==> src/rtl/regu_intl_sched_pkg.sv <==
// Shared encodings and constants for the regulation interlock scheduler.
package regu_intl_sched_pkg;

    localparam int FP_W        = 32;
    localparam int TMO_CYC_DEF = 64;

    typedef enum logic [1:0] {
        C_IDLE  = 2'd0,
        C_DELAY = 2'd1,
        C_PEND  = 2'd2,
        C_WAIT  = 2'd3
    } ch_state_e;

    typedef enum logic [1:0] {
        A_IDLE  = 2'd0,
        A_ISSUE = 2'd1,
        A_WAIT  = 2'd2
    } arb_state_e;

    typedef struct packed {
        logic [FP_W-1:0] a;
        logic [FP_W-1:0] b;
        logic [FP_W-1:0] diff;
    } cmp_op_t;

endpackage

==> src/rtl/regu_intl_sched_if.sv <==
// Issue/result link between the scheduler and the shared FP compare pipeline.
interface regu_intl_sched_if #(
    parameter int TAG_W = 3
);
    import regu_intl_sched_pkg::*;

    logic             cmp_valid;
    logic [FP_W-1:0]  cmp_a;
    logic [FP_W-1:0]  cmp_b;
    logic [FP_W-1:0]  cmp_diff;
    logic [TAG_W-1:0] cmp_tag;
    logic             res_valid;
    logic             res_flag;
    logic [TAG_W-1:0] res_tag;

    modport master (
        output cmp_valid, cmp_a, cmp_b, cmp_diff, cmp_tag,
        input  res_valid, res_flag, res_tag
    );

    modport slave (
        input  cmp_valid, cmp_a, cmp_b, cmp_diff, cmp_tag,
        output res_valid, res_flag, res_tag
    );

endinterface

==> src/rtl/regu_intl_sched_ch_ctrl.sv <==
// Per-channel controller: set-point change detect, settle delay, request state
// and the sticky regulation-fault flag.
module regu_ch_ctrl
    import regu_intl_sched_pkg::*;
(
    input  logic            i_clk,
    input  logic            i_rst,
    input  logic            en,
    input  logic            clr,
    input  logic [FP_W-1:0] set_point,
    input  logic [FP_W-1:0] delay,
    input  logic            grant,
    input  logic            res_ok,
    input  logic            res_flag,
    input  logic            retry,
    output logic            req,
    output logic            flag,
    output ch_state_e       state
);

    ch_state_e       state_nxt;
    logic [FP_W-1:0] sp_buf;
    logic [FP_W-1:0] cnt, cnt_nxt;
    logic            rearm, rearm_nxt;
    logic            flag_nxt;
    logic            change;

    assign change = (sp_buf != set_point);
    assign req    = en && (state == C_PEND);

    // NOTE: every signal written here gets a default first, so no path leaves it unassigned and no latch is inferred.
    always_comb begin
        state_nxt = state;
        cnt_nxt   = cnt;
        rearm_nxt = rearm;
        if (!en) begin
            state_nxt = C_IDLE;
            cnt_nxt   = '0;
            rearm_nxt = 1'b0;
        end else begin
            case (state)
                C_IDLE: begin
                    if (change && !flag) begin
                        state_nxt = C_DELAY;
                        cnt_nxt   = '0;
                    end
                end
                C_DELAY: begin
                    if (change)            cnt_nxt   = '0;
                    else if (cnt >= delay) state_nxt = C_PEND;
                    else                   cnt_nxt   = cnt + 32'd1;
                end
                C_PEND: begin
                    if (change) rearm_nxt = 1'b1;
                    if (grant)  state_nxt = C_WAIT;
                end
                C_WAIT: begin
                    if (change) rearm_nxt = 1'b1;
                    if (res_ok) begin
                        // A set point that moved while the compare was in flight needs a fresh settle.
                        state_nxt = (rearm || change) ? C_DELAY : C_IDLE;
                        cnt_nxt   = '0;
                        rearm_nxt = 1'b0;
                    end else if (retry) begin
                        state_nxt = C_PEND;
                    end
                end
                default: state_nxt = C_IDLE;
            endcase
        end
    end

    always_comb begin
        flag_nxt = flag;
        if (en && (state == C_WAIT) && res_ok && res_flag) flag_nxt = 1'b1;
        else if (clr)                                      flag_nxt = 1'b0;
    end

    // NOTE: state is updated with non-blocking assignments so all registers sample pre-edge values.
    always_ff @(posedge i_clk or posedge i_rst) begin
        if (i_rst) begin
            state  <= C_IDLE;
            sp_buf <= '0;
            cnt    <= '0;
            rearm  <= 1'b0;
            flag   <= 1'b0;
        end else begin
            state  <= state_nxt;
            sp_buf <= set_point;
            cnt    <= cnt_nxt;
            rearm  <= rearm_nxt;
            flag   <= flag_nxt;
        end
    end

endmodule

==> src/rtl/regu_intl_sched.sv <==
// Round-robin scheduler granting the shared FP compare pipeline to CH_NUM
// regulated channels, with result timeout and tag checking.
module regu_intl_sched
    import regu_intl_sched_pkg::*;
#(
    parameter int CH_NUM  = 4,
    parameter int TAG_W   = 3,
    parameter int TMO_CYC = TMO_CYC_DEF
) (
    input  logic                   i_clk,
    input  logic                   i_rst,
    input  logic [CH_NUM-1:0]      i_regu_en,
    input  logic [CH_NUM-1:0]      i_clr,
    input  logic                   i_err_clr,
    input  logic [FP_W*CH_NUM-1:0] i_set_point,
    input  logic [FP_W*CH_NUM-1:0] i_data,
    input  logic [FP_W*CH_NUM-1:0] i_diff,
    input  logic [FP_W*CH_NUM-1:0] i_delay,
    regu_intl_sched_if.master      pipe,
    output logic [CH_NUM-1:0]      o_regu_flag,
    output logic                   o_pipe_err,
    output logic                   o_busy,
    output logic [2*CH_NUM-1:0]    o_ch_state
);

    localparam int TMO_W = $clog2(TMO_CYC + 1);

    arb_state_e       arb_state, arb_nxt;
    logic [CH_NUM-1:0] req, grant_oh, res_ok_oh, retry_oh;
    logic [TAG_W-1:0] gnt, rr_ptr, pick, pick_lo, pick_hi;
    logic             any_lo, any_hi, pick_any;
    logic [TMO_W-1:0] tmo_cnt;
    logic             err_set;
    cmp_op_t          cmp_q, cmp_d;
    ch_state_e        ch_st [CH_NUM];

    function automatic logic [CH_NUM-1:0] dec(input logic [TAG_W-1:0] idx);
        logic [CH_NUM-1:0] oh;
        oh = '0;
        for (int k = 0; k < CH_NUM; k++) oh[k] = (idx == TAG_W'(k));
        return oh;
    endfunction

    for (genvar k = 0; k < CH_NUM; k++) begin : g_ch
        regu_ch_ctrl u_ch (
            .i_clk     (i_clk),
            .i_rst     (i_rst),
            .en        (i_regu_en[k]),
            .clr       (i_clr[k]),
            .set_point (i_set_point[FP_W*k +: FP_W]),
            .delay     (i_delay[FP_W*k +: FP_W]),
            .grant     (grant_oh[k]),
            .res_ok    (res_ok_oh[k]),
            .res_flag  (pipe.res_flag),
            .retry     (retry_oh[k]),
            .req       (req[k]),
            .flag      (o_regu_flag[k]),
            .state     (ch_st[k])
        );
        assign o_ch_state[2*k +: 2] = ch_st[k];
    end

    // Lowest requester at or above rr_ptr, else lowest requester overall.
    always_comb begin
        pick_lo = '0;
        pick_hi = '0;
        any_lo  = 1'b0;
        any_hi  = 1'b0;
        cmp_d   = '0;
        for (int k = CH_NUM - 1; k >= 0; k--) begin
            if (req[k]) begin
                pick_lo = TAG_W'(k);
                any_lo  = 1'b1;
                if (TAG_W'(k) >= rr_ptr) begin
                    pick_hi = TAG_W'(k);
                    any_hi  = 1'b1;
                end
            end
        end
        pick     = any_hi ? pick_hi : pick_lo;
        pick_any = any_lo;
        for (int k = 0; k < CH_NUM; k++) begin
            if (pick == TAG_W'(k)) begin
                cmp_d.a    = i_set_point[FP_W*k +: FP_W];
                cmp_d.b    = i_data[FP_W*k +: FP_W];
                cmp_d.diff = i_diff[FP_W*k +: FP_W];
            end
        end
    end

    always_comb begin
        arb_nxt   = arb_state;
        grant_oh  = '0;
        res_ok_oh = '0;
        retry_oh  = '0;
        err_set   = 1'b0;
        case (arb_state)
            A_IDLE: begin
                err_set = pipe.res_valid;
                if (pick_any) begin
                    grant_oh = dec(pick);
                    arb_nxt  = A_ISSUE;
                end
            end
            A_ISSUE: begin
                err_set = pipe.res_valid;
                arb_nxt = A_WAIT;
            end
            A_WAIT: begin
                if (pipe.res_valid && (pipe.res_tag == gnt)) begin
                    res_ok_oh = dec(gnt);
                    arb_nxt   = A_IDLE;
                end else if (pipe.res_valid || (tmo_cnt == TMO_W'(TMO_CYC - 1))) begin
                    err_set  = 1'b1;
                    retry_oh = dec(gnt);
                    arb_nxt  = A_IDLE;
                end
            end
            default: arb_nxt = A_IDLE;
        endcase
    end

    always_ff @(posedge i_clk or posedge i_rst) begin
        if (i_rst) arb_state <= A_IDLE;
        else       arb_state <= arb_nxt;
    end

    always_ff @(posedge i_clk or posedge i_rst) begin
        if (i_rst) begin
            gnt        <= '0;
            rr_ptr     <= '0;
            cmp_q      <= '0;
            tmo_cnt    <= '0;
            o_pipe_err <= 1'b0;
        end else begin
            if ((arb_state == A_IDLE) && pick_any) begin
                gnt   <= pick;
                cmp_q <= cmp_d;
            end
            if (arb_state == A_ISSUE)
                rr_ptr <= (gnt == TAG_W'(CH_NUM - 1)) ? '0 : gnt + TAG_W'(1);
            tmo_cnt <= (arb_state == A_WAIT) ? tmo_cnt + TMO_W'(1) : '0;
            if (err_set)        o_pipe_err <= 1'b1;
            else if (i_err_clr) o_pipe_err <= 1'b0;
        end
    end

    assign pipe.cmp_valid = (arb_state == A_ISSUE);
    assign pipe.cmp_a     = cmp_q.a;
    assign pipe.cmp_b     = cmp_q.b;
    assign pipe.cmp_diff  = cmp_q.diff;
    assign pipe.cmp_tag   = gnt;
    assign o_busy         = (arb_state != A_IDLE);

endmodule

==> src/flat_wrapper.sv <==
// flat-port wrapper written by rule: the top's interface ports become plain ports
module regu_intl_sched_flat import regu_intl_sched_pkg::*;
#(
    parameter int CH_NUM  = 4,
    parameter int TAG_W   = 3,
    parameter int TMO_CYC = TMO_CYC_DEF
)
  (i_clk, i_rst, i_regu_en, i_clr, i_err_clr, i_set_point, i_data, i_diff, i_delay, o_regu_flag, o_pipe_err, o_busy, o_ch_state, pipe_cmp_valid, pipe_cmp_a, pipe_cmp_b, pipe_cmp_diff, pipe_cmp_tag, pipe_res_valid, pipe_res_flag, pipe_res_tag);
  regu_intl_sched_if #(.TAG_W(TAG_W)) pipe_i ();
  input  logic i_clk;
  input  logic i_rst;
  input  logic [CH_NUM-1:0] i_regu_en;
  input  logic [CH_NUM-1:0] i_clr;
  input  logic i_err_clr;
  input  logic [FP_W*CH_NUM-1:0] i_set_point;
  input  logic [FP_W*CH_NUM-1:0] i_data;
  input  logic [FP_W*CH_NUM-1:0] i_diff;
  input  logic [FP_W*CH_NUM-1:0] i_delay;
  output logic [CH_NUM-1:0] o_regu_flag;
  output logic o_pipe_err;
  output logic o_busy;
  output logic [2*CH_NUM-1:0] o_ch_state;
  output wire logic [$bits(pipe_i.cmp_valid)-1:0] pipe_cmp_valid;
  output wire logic [$bits(pipe_i.cmp_a)-1:0] pipe_cmp_a;
  output wire logic [$bits(pipe_i.cmp_b)-1:0] pipe_cmp_b;
  output wire logic [$bits(pipe_i.cmp_diff)-1:0] pipe_cmp_diff;
  output wire logic [$bits(pipe_i.cmp_tag)-1:0] pipe_cmp_tag;
  input wire logic [$bits(pipe_i.res_valid)-1:0] pipe_res_valid;
  input wire logic [$bits(pipe_i.res_flag)-1:0] pipe_res_flag;
  input wire logic [$bits(pipe_i.res_tag)-1:0] pipe_res_tag;
  assign pipe_cmp_valid = pipe_i.cmp_valid;
  assign pipe_cmp_a = pipe_i.cmp_a;
  assign pipe_cmp_b = pipe_i.cmp_b;
  assign pipe_cmp_diff = pipe_i.cmp_diff;
  assign pipe_cmp_tag = pipe_i.cmp_tag;
  assign pipe_i.res_valid = pipe_res_valid;
  assign pipe_i.res_flag = pipe_res_flag;
  assign pipe_i.res_tag = pipe_res_tag;
  regu_intl_sched #(.CH_NUM(CH_NUM), .TAG_W(TAG_W), .TMO_CYC(TMO_CYC)) u_core (.i_clk(i_clk), .i_rst(i_rst), .i_regu_en(i_regu_en), .i_clr(i_clr), .i_err_clr(i_err_clr), .i_set_point(i_set_point), .i_data(i_data), .i_diff(i_diff), .i_delay(i_delay), .pipe(pipe_i), .o_regu_flag(o_regu_flag), .o_pipe_err(o_pipe_err), .o_busy(o_busy), .o_ch_state(o_ch_state));
endmodule
==> config.mk <==
export PLATFORM = sky130hd
export DESIGN_NAME = regu_intl_sched_flat
export DESIGN_NICKNAME = d
export VERILOG_FILES = /design/src/rtl/regu_intl_sched_pkg.sv /design/src/rtl/regu_intl_sched_if.sv /design/src/rtl/regu_intl_sched_ch_ctrl.sv /design/src/rtl/regu_intl_sched.sv /design/src/flat_wrapper.sv
export SDC_FILE = /design/constraint.sdc
export NUM_CORES = 1
export LEC_CHECK = 0
export BUFFER_PORTS_ARGS = -buffer_cell sky130_fd_sc_hd__buf_2
export CORE_MARGIN = 2
export CORE_UTILIZATION = 40
export CTS_CLUSTER_DIAMETER = 150
export DETAILED_ROUTE_END_ITERATION = 6
export GPL_TIMING_DRIVEN = 0
export PLACE_DENSITY = 0.63
export SLEW_MARGIN = 10
export SYNTH_ARGS = -nofsm -noshare
export SYNTH_HDL_FRONTEND = slang
export SYNTH_HIERARCHICAL = 1
export SYNTH_SLANG_ARGS = --single-unit
export TNS_END_PERCENT = 100
==> constraint.sdc <==
create_clock -name i_clk -period 6.8 [get_ports i_clk]
set_input_delay 1.02 -clock i_clk [delete_from_list [all_inputs] [get_ports i_clk]]
set_output_delay 1.02 -clock i_clk [all_outputs]
set_load 0.005 [all_outputs]
==> metrics.txt, run 1 <==
status finished clean; full die area 0.0625 mm²; cts repair resizes 0; Post-CTS Repair Setup Buffers 0; WP data required 7.29 ns; Initial Util 40.2%; post-route ant nets 0; most frequent CP cell a21oi_1; clk sink count 382; Iteration-0 DRC Markers 1593; crit start category input port; initial antenna violation count 58; RSZ-0062 raised after global routing false; worst skew pair latency 0.60 ns; TNS Setup 0 ns; skew final 0.0334 ns; Worst EP arrival 4.22 ns; Tightest Pin Transition 0.964 ns; max_slew headroom 35.8%; syn nets 3085; synth-to-layout area growth 24.5%; most frequent cell after synthesis dfrtp_1; Post-synth EDFFs 0; Synth Register Bits 382; Max Freq 268 MHz; post-synth cell types 100; post-synthesis simple-gate area fraction 16.2%; Rows 90; Die Y 250 µm; Buffers on Ports 639; top_reg_cell synth dfrtp_1; share of layout cells above drive strength 1 28.7%; gpl congestion 1.01; Synth Area in XOR/XNOR 4.85%; Crit Path Category input port to flop; YS warnings 6; Crit path largest cell delay 0.80 ns; VDD IR-drop max 0.184 mV; routed length per instance 24.5 µm; FF-to-FF path depth 10; setup slack at placement 2.54 ns; die width 250 µm; Max Root-Sink Buffers 3; vias per inst 5.65; worst hold slack 0.444 ns; pwr/cell area 285 mW/mm²; Via Count 22388; crit-path cells buf_2, xor2_1, nor4_1, nand4_1, o21ai_1, a21oi_1, clkbuf_1, a21oi_1; area taken by multi-input logic gates 0.0131 mm²; DP HPWL 79000 µm; period utilization 54.9%; IO Count 642; drt first pass iters 5; drt total wl 97100 µm; Synth top cells by count dfrtp_1, nand2_1, mux2i_1; core area 0.0601 mm²; worst hold-check path type input port to asynchronous set/reset pin; # setup viols final 0; Root Driver clkbuf_16; area fraction of the dominant cell type after synthesis 39.5%; FILL cells 5671; largest net degree at the start of global routing 74; Sequential cell area 0.00956 mm²; final hold vios 0; area share of fa/ha/maj cells after synthesis 7.29%; Leak 15.4 nW; global routing usage on met1 35.0%; first-pass GRT wire length 142000 µm; GRT Total Usage 30.3%; M2 GR Usage 50.4%; reg2reg start u_core/pipe.cmp_tag[0]$_DFFE_PP0P_; met3 GRT Util 5.16%; Syn Area/Cell 10.0 µm²; Worst Setup SP i_set_point[92]; fin crit period 3.73 ns; register area share after synthesis 39.5%; largest family of logic cells by synthesized area simple AND/OR/NAND/NOR gates; setup ws final 3.07 ns; TritonCTS clock tree built; layer with the highest usage met2; gr ovfl total 0; largest cells by area after synthesis dfrtp_1, mux2i_1, ha_1, nand2_1, xor2_1; H-tree levels 2; CTS Hold Bufs 0; number of global-route vias before repair 22738; Critical Path End Type flop; slowest cell on the critical path nor4_1; Synth Area in Compound Gates 15.7%; TritonCTS buffer count 46; DRC viols 0; CP max FO 10; share of flip-flops with an asynchronous set or reset 100%; clock-pin slew on the worst setup and hold paths 0.05 ns; Synth Instances 2416; Max Cap Viol 0; mux cell area share after synthesis 10.1%; Mapped Area 0.0242 mm²; Final Slew Violations 0; Yosys top cell by area dfrtp_1; Final nets 3777
==> registers in the layout, indices dropped and copies added, names as in the netlist, 4 cells and up <==
signal / flops
u_core/pipe.cmp_b: 32
u_core/pipe.cmp_a: 32
u_core/g_ch.u_ch/cnt: 128
u_core/g_ch.u_ch/state: 8
u_core/g_ch.u_ch/sp_buf: 128
u_core/pipe.cmp_diff: 32
u_core/tmo_cnt: 7
u_core/g_ch.u_ch/flag: 4
u_core/g_ch.u_ch/rearm: 4
==> critical path: cells and delay by family <==
kind | cells | cell delay, ns
buf+inv | 2 | 0.51
compound gates | 3 | 1.14
simple gates | 2 | 1.38
xor+xnor | 1 | 0.16
==> cell type report <==
class / count / share of cell area [%]
sequential: 382 / 31.7
clock buffer: 65 / 4.42
multi-input combinational: 1723 / 43.5
timing repair buffer: 644 / 11.0
tap: 782 / 3.25
antenna: 39 / 0.324
buffer: 111 / 2.57
inverter: 200 / 2.55
clock inverter: 15 / 0.594
==> cells in the final DEF, fill, tap and decap left out, types with 16 or more instances in the layout <==
cell / instances
buf_2: 663
ha_1: 141
buf_6: 26
o31ai_1: 26
diode_2: 39
clkbuf_1: 47
dfrtp_1: 382
clkbuf_16: 46
and2_1: 20
and4_1: 37
mux2i_1: 244
nor2_1: 59
a21oi_1: 85
nor4_1: 30
and3_1: 35
nand4_1: 52
o21ai_0: 50
nand2b_1: 58
buf_4: 16
xor2_1: 98
nand3_1: 56
xnor2_1: 36
o221ai_2: 29
nor3_1: 23
o221ai_1: 68
nand2_1: 269
or4_1: 18
inv_1: 193
==> per-stage QoR <==
step	std cells	total power, mW	util, %	area, µm²
after CTS	3922	8.62	49.9	30000
after global placement	3837	6.02	47.2	28400
after detailed placement	3842	6.09	47.4	28500
after floorplan	2416	4.62	-	24200
final	3961	8.59	50.1	30100
after global routing	3961	8.94	50.1	30100
==> routing by layer <==
metal,vias up,wire length (µm)
li1,10267,-
met1,10996,36500
met2,862,47000
met3,247,5800
met4,16,7690
met5,-,97
==> report_power, final <==
group / total (mW) / internal (mW) / switching [mW]
clock: 2.50 / 1.48 / 1.02
sequential: 2.92 / 2.64 / 0.278
combinational: 3.17 / 1.20 / 1.96
total: 8.59 / 5.32 / 3.26
==> cells by family (layout without fill, tap and decap cells) <==
group                    Yosys count  in the layout
AO/OA/AOI/OAI                    478            478
XOR/XNOR                         134            134
adder cells (fa/ha/maj)          141            141
buffers and inverters            311           1035
flip-flops                       382            382
multiplexers                     245            245
other                              1             40
AND/OR/NAND/NOR                  724            724
==> path summary, 6_finish.rpt <==
| path | endpoint | slack (ns) |
|---|---|---|
| max in group asynchronous | u_core/pipe.cmp_b[9]$_DFFE_PP0P_ | 5.51 |
| worst min-delay path | u_core/g_ch[1].u_ch/sp_buf[0]$_DFF_PP0_ | 0.44 |
| worst max register to register | u_core/g_ch[2].u_ch/cnt[8]$_DFFE_PP0P_ | 3.17 |
| worst max-delay path | u_core/g_ch[2].u_ch/cnt[8]$_DFFE_PP0P_ | 3.07 |
| min in group i_clk | u_core/tmo_cnt[0]$_DFF_PP0_ | 0.45 |
| worst min register to register | u_core/tmo_cnt[0]$_DFF_PP0_ | 0.45 |
No activity file was read; power rests on OpenSTA's default activity.
==> inputs of run 2 (changes only) <==
--- a/config.mk
+++ b/config.mk
@@ -11,7 +11,7 @@
 export CTS_CLUSTER_DIAMETER = 150
 export DETAILED_ROUTE_END_ITERATION = 6
 export GPL_TIMING_DRIVEN = 0
-export PLACE_DENSITY = 0.63
+export PLACE_DENSITY = 0.66
 export SLEW_MARGIN = 10
 export SYNTH_ARGS = -nofsm -noshare
 export SYNTH_HDL_FRONTEND = slang
==> constraint.sdc (replaced) <==
create_clock -name i_clk -period 3.3 [get_ports i_clk]
set_input_delay 0.495 -clock i_clk [delete_from_list [all_inputs] [get_ports i_clk]]
set_output_delay 0.495 -clock i_clk [all_outputs]
set_load 0.005 [all_outputs]
==> metrics.txt, run 2 (same netlist as run 1, synthesis figures left out) <==
status finished clean; gpl congestion 1.01 (+0.24%); Max Freq 312 MHz; Root Driver clkbuf_16; post-route ant nets 0 (unchanged); synth-to-layout area growth 25.9%; WP data required 3.81 ns (-3.48 ns); Leak 15.5 nW (+0.98%); skew final 0.0305 ns (-0.00289 ns); GRT Total Usage 29.9% (-0.43 points); Die Y 250 µm (unchanged); # setup viols final 0 (unchanged); Max Cap Viol 0 (unchanged); Buffers on Ports 639 (unchanged); DP HPWL 77400 µm (-2.0%); most common cell after layout, fill and taps aside buf_2; die width 250 µm (unchanged); VDD IR-drop max 0.423 mV (+130%); period utilization 97.0%; initial antenna violation count 47 (-19%); routed length per instance 24.1 µm (-1.9%); final hold vios 0 (unchanged); final core utilization 50.7% (+0.58 points); clock power share 30.4% (+1.3 points); worst hold path depth 1; Inst Count DP 3845 (+0.078%); number of global-route vias before repair 21887 (-3.7%); Tightest Pin Transition 0.914 ns (-0.0495 ns); biggest regs u_core/g_ch.u_ch/cnt x128, u_core/g_ch.u_ch/sp_buf x128; Crit Path Category flop to flop; crit start category flop; first-pass GRT wire length 139000 µm (-2.1%); Critical Path End Type flop; Worst EP arrival 3.71 ns (-0.51 ns); clk sink count 382 (unchanged); Via Count 22148 (-1.1%); drt total wl 95300 µm (-1.8%); Final nets 3782 (+0.13%); TritonCTS buffer count 45 (-2.2%); Final Slew Violations 0 (unchanged); sequential power share 32.5% (-1.5 points); total power 18.1 mW (+110%); vias per inst 5.59 (-1.1%); fin crit period 3.20 ns; post-route non-filler standard cell count 3962 (+0.025%); Logic pwr share 37.1% (+0.2 points); Initial Util 40.2% (unchanged); FF-to-FF path depth 8 (-2); Max Root-Sink Buffers 3 (unchanged); FILL cells 5747 (+1.3%); Rows 90 (unchanged); pwr/cell area 594 mW/mm² (+110%); max_slew headroom 39.1% (+3.3 points); switching share of power 37.3% (-0.76 points); P_int 11.4 mW (+110%); DRC viols 0 (unchanged); most frequent cells in the layout buf_2, dfrtp_1, nand2_1; drt first pass iters 5 (unchanged); CP max FO 10 (unchanged); core area 0.0601 mm² (unchanged); clock-pin slew on the worst setup and hold paths 0.06 ns (about the same); share of layout cells above drive strength 1 29.8% (+1.1 points); gr ovfl total 0 (unchanged); IO Count 642 (unchanged); full die area 0.0625 mm² (unchanged); TritonCTS clock tree built; worst hold-check path type input port to flop; H-tree levels 2 (unchanged); worst skew pair latency 0.59 ns (about the same); Sw Pwr 6.75 mW (+110%); Iteration-0 DRC Markers 1589 (-0.25%); largest net degree at the start of global routing 49 (-34%)
[run 2: changes by cell type in the layout (fill, tap and decap cells not counted), moves of 3 or more]
cell,previous run,this run
nor2_2,5,8
inv_6,5,1
nor2_1,59,56
nor4_2,7,12
nor4_1,30,23
clkbuf_2,0,6
clkbuf_1,47,40
a21oi_1,85,82
bufinv_16,3,7
diode_2,39,32
[run 2: path summary, 6_finish.rpt]
path,slack (ns),end,startpoint
min in group asynchronous,0.62,u_core/g_ch[2].u_ch/sp_buf[3]$_DFF_PP0_,i_rst
setup reg to reg,0.1,u_core/g_ch[3].u_ch/cnt[4]$_DFFE_PP0P_,u_core/g_ch[3].u_ch/sp_buf[24]$_DFF_PP0_
max in group asynchronous,1.87,u_core/pipe.cmp_a[25]$_DFFE_PP0P_,i_rst
hold reg to reg,0.47,u_core/tmo_cnt[0]$_DFF_PP0_,u_core/tmo_cnt[0]$_DFF_PP0_
setup / recovery,0.1,u_core/g_ch[3].u_ch/cnt[4]$_DFFE_PP0P_,u_core/g_ch[3].u_ch/sp_buf[24]$_DFF_PP0_
hold / removal,0.05,u_core/g_ch[3].u_ch/sp_buf[23]$_DFF_PP0_,i_set_point[119]
[run 2: area by class of cell]
| type | instances | area [µm²] | area share, % |
|---|---|---|---|
| Clock inverter | 17 | 272 | 0.891 |
| Antenna cell | 32 | 80.1 | 0.263 |
| Timing Repair Buffer | 650 | 3420 | 11.2 |
| Buffer | 111 | 791 | 2.59 |
| Inverter | 200 | 766 | 2.51 |
| Sequential cell | 382 | 9560 | 31.4 |
| Clock buffer | 65 | 1350 | 4.44 |
| Tap cell | 782 | 978 | 3.21 |
| Multi-Input combinational cell | 1723 | 13300 | 43.5 |
[run 2: power groups by stage]
stage               registers (mW)  logic (mW)  clock network [mW]
detailed placement            5.97        6.57                   0
floorplan                     5.95        3.56                   0
global route                  5.98        7.16                5.78
CTS                           5.89        6.64                5.59
global placement              5.95        6.51                   0
finish                        5.90        6.72                5.50
[run 2: worst max-delay path, stage by stage, from the launching register on]
cell and delay (ns):
dfrtp_1 0.37, xor2_1 0.14, nor4_1 0.65, nand4_2 0.50, nor3_4 0.57, o21ai_2 0.28, buf_2 0.28, nand3_1 0.13
mux2i_1 0.19
[run 2: per-stage QoR]
step	TNS [ns]	setup slack (ns)	hold slack, ns	area (µm²)
6_report	0	0.0986	0.0514	30500
5_1_grt	-0.0137	-0.00663	0.0357	30500
4_1_cts	0	0.0174	0.0256	30300
3_5_place_dp	-26.79	-0.487	0.460	28600
3_3_place_gp	-58.91	-0.510	0.444	28400
2_1_floorplan	0	0.612	0.424	24200
[run 2: layer usage]
metal	vias up	routed length, µm	global-route usage [%]
li1	10282	-	-
met1	10734	36700	35.5
met2	896	44800	48.9
met3	234	6000	5.38
met4	2	7700	21.5
met5	-	10	0
[run 2: timing repair]
| item | 4_1_cts | 5_1_grt |
|---|---|---|
| hold endpoints to repair | 58 | 0 |
| setup buffers | 0 | 2 |
| hold buffers | 1 | 0 |
| resized for setup | 15 | 28 |
| setup endpoints to repair | 90 | 108 |
==> inputs of run 3 (changes only) <==
--- a/config.mk
+++ b/config.mk
@@ -5,13 +5,14 @@
 export SDC_FILE = /design/constraint.sdc
 export NUM_CORES = 1
 export LEC_CHECK = 0
+export ABC_AREA = 1
 export BUFFER_PORTS_ARGS = -buffer_cell sky130_fd_sc_hd__buf_2
 export CORE_MARGIN = 2
 export CORE_UTILIZATION = 40
 export CTS_CLUSTER_DIAMETER = 150
 export DETAILED_ROUTE_END_ITERATION = 6
 export GPL_TIMING_DRIVEN = 0
-export PLACE_DENSITY = 0.66
+export PLACE_DENSITY = 0.64
 export SLEW_MARGIN = 10
 export SYNTH_ARGS = -nofsm -noshare
 export SYNTH_HDL_FRONTEND = slang
==> metrics.txt, run 3 <==
Crit path largest cell delay 0.52 ns (-0.13 ns); Root Driver clkbuf_16; IO Count 642 (unchanged); YS warnings 6 (unchanged); first-pass GRT wire length 172000 µm (+23%); Iteration-0 DRC Markers 2192 (+38%); biggest regs u_core/g_ch.u_ch/cnt x128, u_core/g_ch.u_ch/sp_buf x128; setup slack at placement -0.867 ns (-0.380 ns); fin crit period 3.23 ns (+0.0276 ns); share of layout cells above drive strength 1 17.7% (-12 points); routed length per instance 19.0 µm (-21%); core area 0.0711 mm² (+18%); Tightest Pin Transition 0.863 ns (-0.0510 ns); drt first pass iters 7 (+2); Initial Util 40.2% (about the same); post-route ant nets 0 (unchanged); failing checks DRC; Final Slew Violations 0 (unchanged); post-synth cell types 44 (-56%); most common cell after layout, fill and taps aside nand2_1; full die area 0.0737 mm² (+18%); initial antenna violation count 56 (+19%); slowest cell on the critical path clkbuf_1; Worst EP arrival 3.70 ns (about the same); final core utilization 49.3% (-1.4 points); setup ws final 0.0710 ns (-0.0276 ns); DP HPWL 93600 µm (+21%); Yosys top cell by area dfrtp_1; final hold vios 0 (unchanged); DRC viols 1 (+1); WP data required 3.77 ns (-0.04 ns); Max Freq 310 MHz (-0.86%); Leak 19.2 nW (+23%); Max Cap Viol 0 (unchanged); drt total wl 115000 µm (+21%); top_reg_cell synth dfrtp_1; most frequent cell after synthesis nand2_1; TritonCTS buffer count 49 (+8.9%); worst skew pair latency 0.61 ns (+0.02 ns); Synth Register Bits 382 (unchanged); crit start category flop; vias per inst 4.95 (-11%); CP max FO 10 (unchanged); clock-pin slew on the worst setup and hold paths 0.07 ns (about the same); largest net degree at the start of global routing 52 (+6.1%); status complete, but fails checks; switching share of power 45.2% (+7.9 points); largest cells by area after synthesis dfrtp_1, nand2_1, inv_1, nand3_1, nor2_1; share of flip-flops with an asynchronous set or reset 100% (unchanged); Sw Pwr 10.2 mW (+52%); most frequent CP cell nand2_1; Die Y 271 µm (+8.6%); gr ovfl total 0 (unchanged); die width 271 µm (+8.6%); Via Count 30048 (+36%); total power 22.6 mW (+25%); gpl congestion 1.00 (-0.94%); Synth Instances 4349 (+80%); crit-path cells inv_1, ha_1, nand2_1, inv_1, nand2_1, nand2_1, inv_2, nand2_2, buf_2, clkbuf_1, o21bai_1, nand3_1, nand2_1, nand2_1; Final nets 5717 (+51%); Synth top cells by count nand2_1, inv_1, nor2_1; most frequent cells in the layout nand2_1, buf_2, inv_1; Mapped Area 0.0286 mm² (+18%); Crit Path Category flop to flop; Logic pwr share 47.9% (+11 points); Buffers on Ports 639 (unchanged); clock power share 25.8% (-4.6 points); sequential power share 26.3% (-6.2 points); Post-CTS Repair Setup Buffers 0 (unchanged); Critical Path End Type flop; GRT Total Usage 30.7% (+0.78 points); max_slew headroom 42.5% (+3.4 points); period utilization 97.8% (+0.84 points); Syn Area/Cell 6.58 µm² (-34%); clk sink count 382 (unchanged); synth-to-layout area growth 22.5%; Post-synth EDFFs 0 (unchanged); worst hold-check path type input port to flop; H-tree levels 2 (unchanged); number of global-route vias before repair 28381 (+30%); area fraction of the dominant cell type after synthesis 33.4% (-6.1 points); Rows 98 (+8.9%); pwr/cell area 646 mW/mm² (+8.6%); VDD IR-drop max 0.431 mV (+1.9%); skew final 0.0340 ns (+0.00344 ns); # setup viols final 0 (unchanged); TritonCTS clock tree built; Max Root-Sink Buffers 3 (unchanged); P_int 12.4 mW (+9.2%); syn nets 5018 (+63%); register area share after synthesis 33.4% (-6.1 points)
## run 3: changes by cell type in the layout (fill, tap and decap cells not counted), sizes merged, moves of 41 or more
cell    delta
nand3b    +74
nand2   +1274
nor2     +447
nand3    +313
mux2i    -244
nand2b    -59
inv      +405
xnor2     +47
and4      -41
nand4     +42
o221ai    -97
o21bai    +73
## run 3: area by class of cell
cell class              instances  area, µm²
inverters                     609       2300
multi-input cells            3188      15900
well taps                     950       1190
fillers                      7483      36100
clock buffers                  65       1420
diodes                         28       70.1
flip-flops and latches        382       9560
clock inverters                26        334
repair buffers                648       3380
plain buffers                 170        933
## run 3: routing by layer
| layer | track usage [%] | part of all wire, % | up-vias |
|---|---|---|---|
| met5 | 0 | 0.19 | - |
| met4 | 15.1 | 5.3 | 36 |
| met3 | 6.34 | 7.4 | 267 |
| met2 | 50.7 | 47 | 1076 |
| met1 | 38.1 | 41 | 13706 |
| li1 | - | - | 14963 |
## run 3: per-stage QoR
| stage | hold slack (ns) | cell area, µm² | instances | setup TNS (ns) |
|---|---|---|---|---|
| 2_1_floorplan | 0.433 | 28600 | 4349 | 0 |
| 3_3_place_gp | 0.452 | 33000 | 5938 | -64.50 |
| 3_5_place_dp | 0.460 | 33200 | 5946 | -26.80 |
| 4_1_cts | 0.00225 | 35000 | 6038 | 0 |
| 5_1_grt | 0.0134 | 35000 | 6057 | -0.00784 |
| 6_report | 0.0334 | 35100 | 6066 | 0 |
## run 3: what timing repair did
item,in CTS,in global routing
endpoints found under the hold margin,38,0
setup endpoints to repair,91,20
hold buffers,1,0
cloned,0,0
resized for setup,7,7
## run 3: worst max-delay path, delay by kind of cell, from the launching register on
kind                       cells  cell delay, ns
DFF                            1            0.46
AOI/OAI and AO/OA              1            0.26
adders and majority gates      1            0.21
buffers and inverters          5            1.20
and+or+nand+nor                7            0.95
## run 3: path summary, 6_finish.rpt
kind                                                           from                                       end  slack (ns)  cells after the start
min in group asynchronous                                     i_rst       u_core/pipe.cmp_diff[7]$_DFFE_PP0P_        0.54                      3
max                        u_core/g_ch[0].u_ch/state[0]$_DFFE_PP0P_         u_core/pipe.cmp_a[13]$_DFFE_PP0P_        0.07                     14
min                                                i_set_point[114]  u_core/g_ch[3].u_ch/sp_buf[18]$_DFF_PP0_        0.03                      1
max reg2reg                u_core/g_ch[0].u_ch/state[0]$_DFFE_PP0P_         u_core/pipe.cmp_a[13]$_DFFE_PP0P_        0.07                     14
min reg2reg                             u_core/tmo_cnt[0]$_DFF_PP0_               u_core/tmo_cnt[0]$_DFF_PP0_        0.46                      1
max in group asynchronous                                     i_rst         u_core/pipe.cmp_b[23]$_DFFE_PP0P_        1.83                      6
## run 3: kinds of logic (layout without fill, tap and decap cells)
group	after synthesis	count (layout)	synth area share (%)
simple gates	2654	2654	39.4
compound gates	242	242	5.18
other cells	1	29	0.0131
buf+inv	779	1518	11.2
xor+xnor	150	150	4.59
fa+ha+maj	141	141	6.17
flops	382	382	33.4
## run 3: power groups by stage
stage               clock [mW]  combinational [mW]  sequential (mW)
finish                    5.84                10.8             5.95
global route              6.17                11.8             6.02
CTS                       5.98                10.7             5.93
detailed placement           0                10.6             6.01
global placement             0                10.5             6.00
floorplan                    0                6.28             5.97
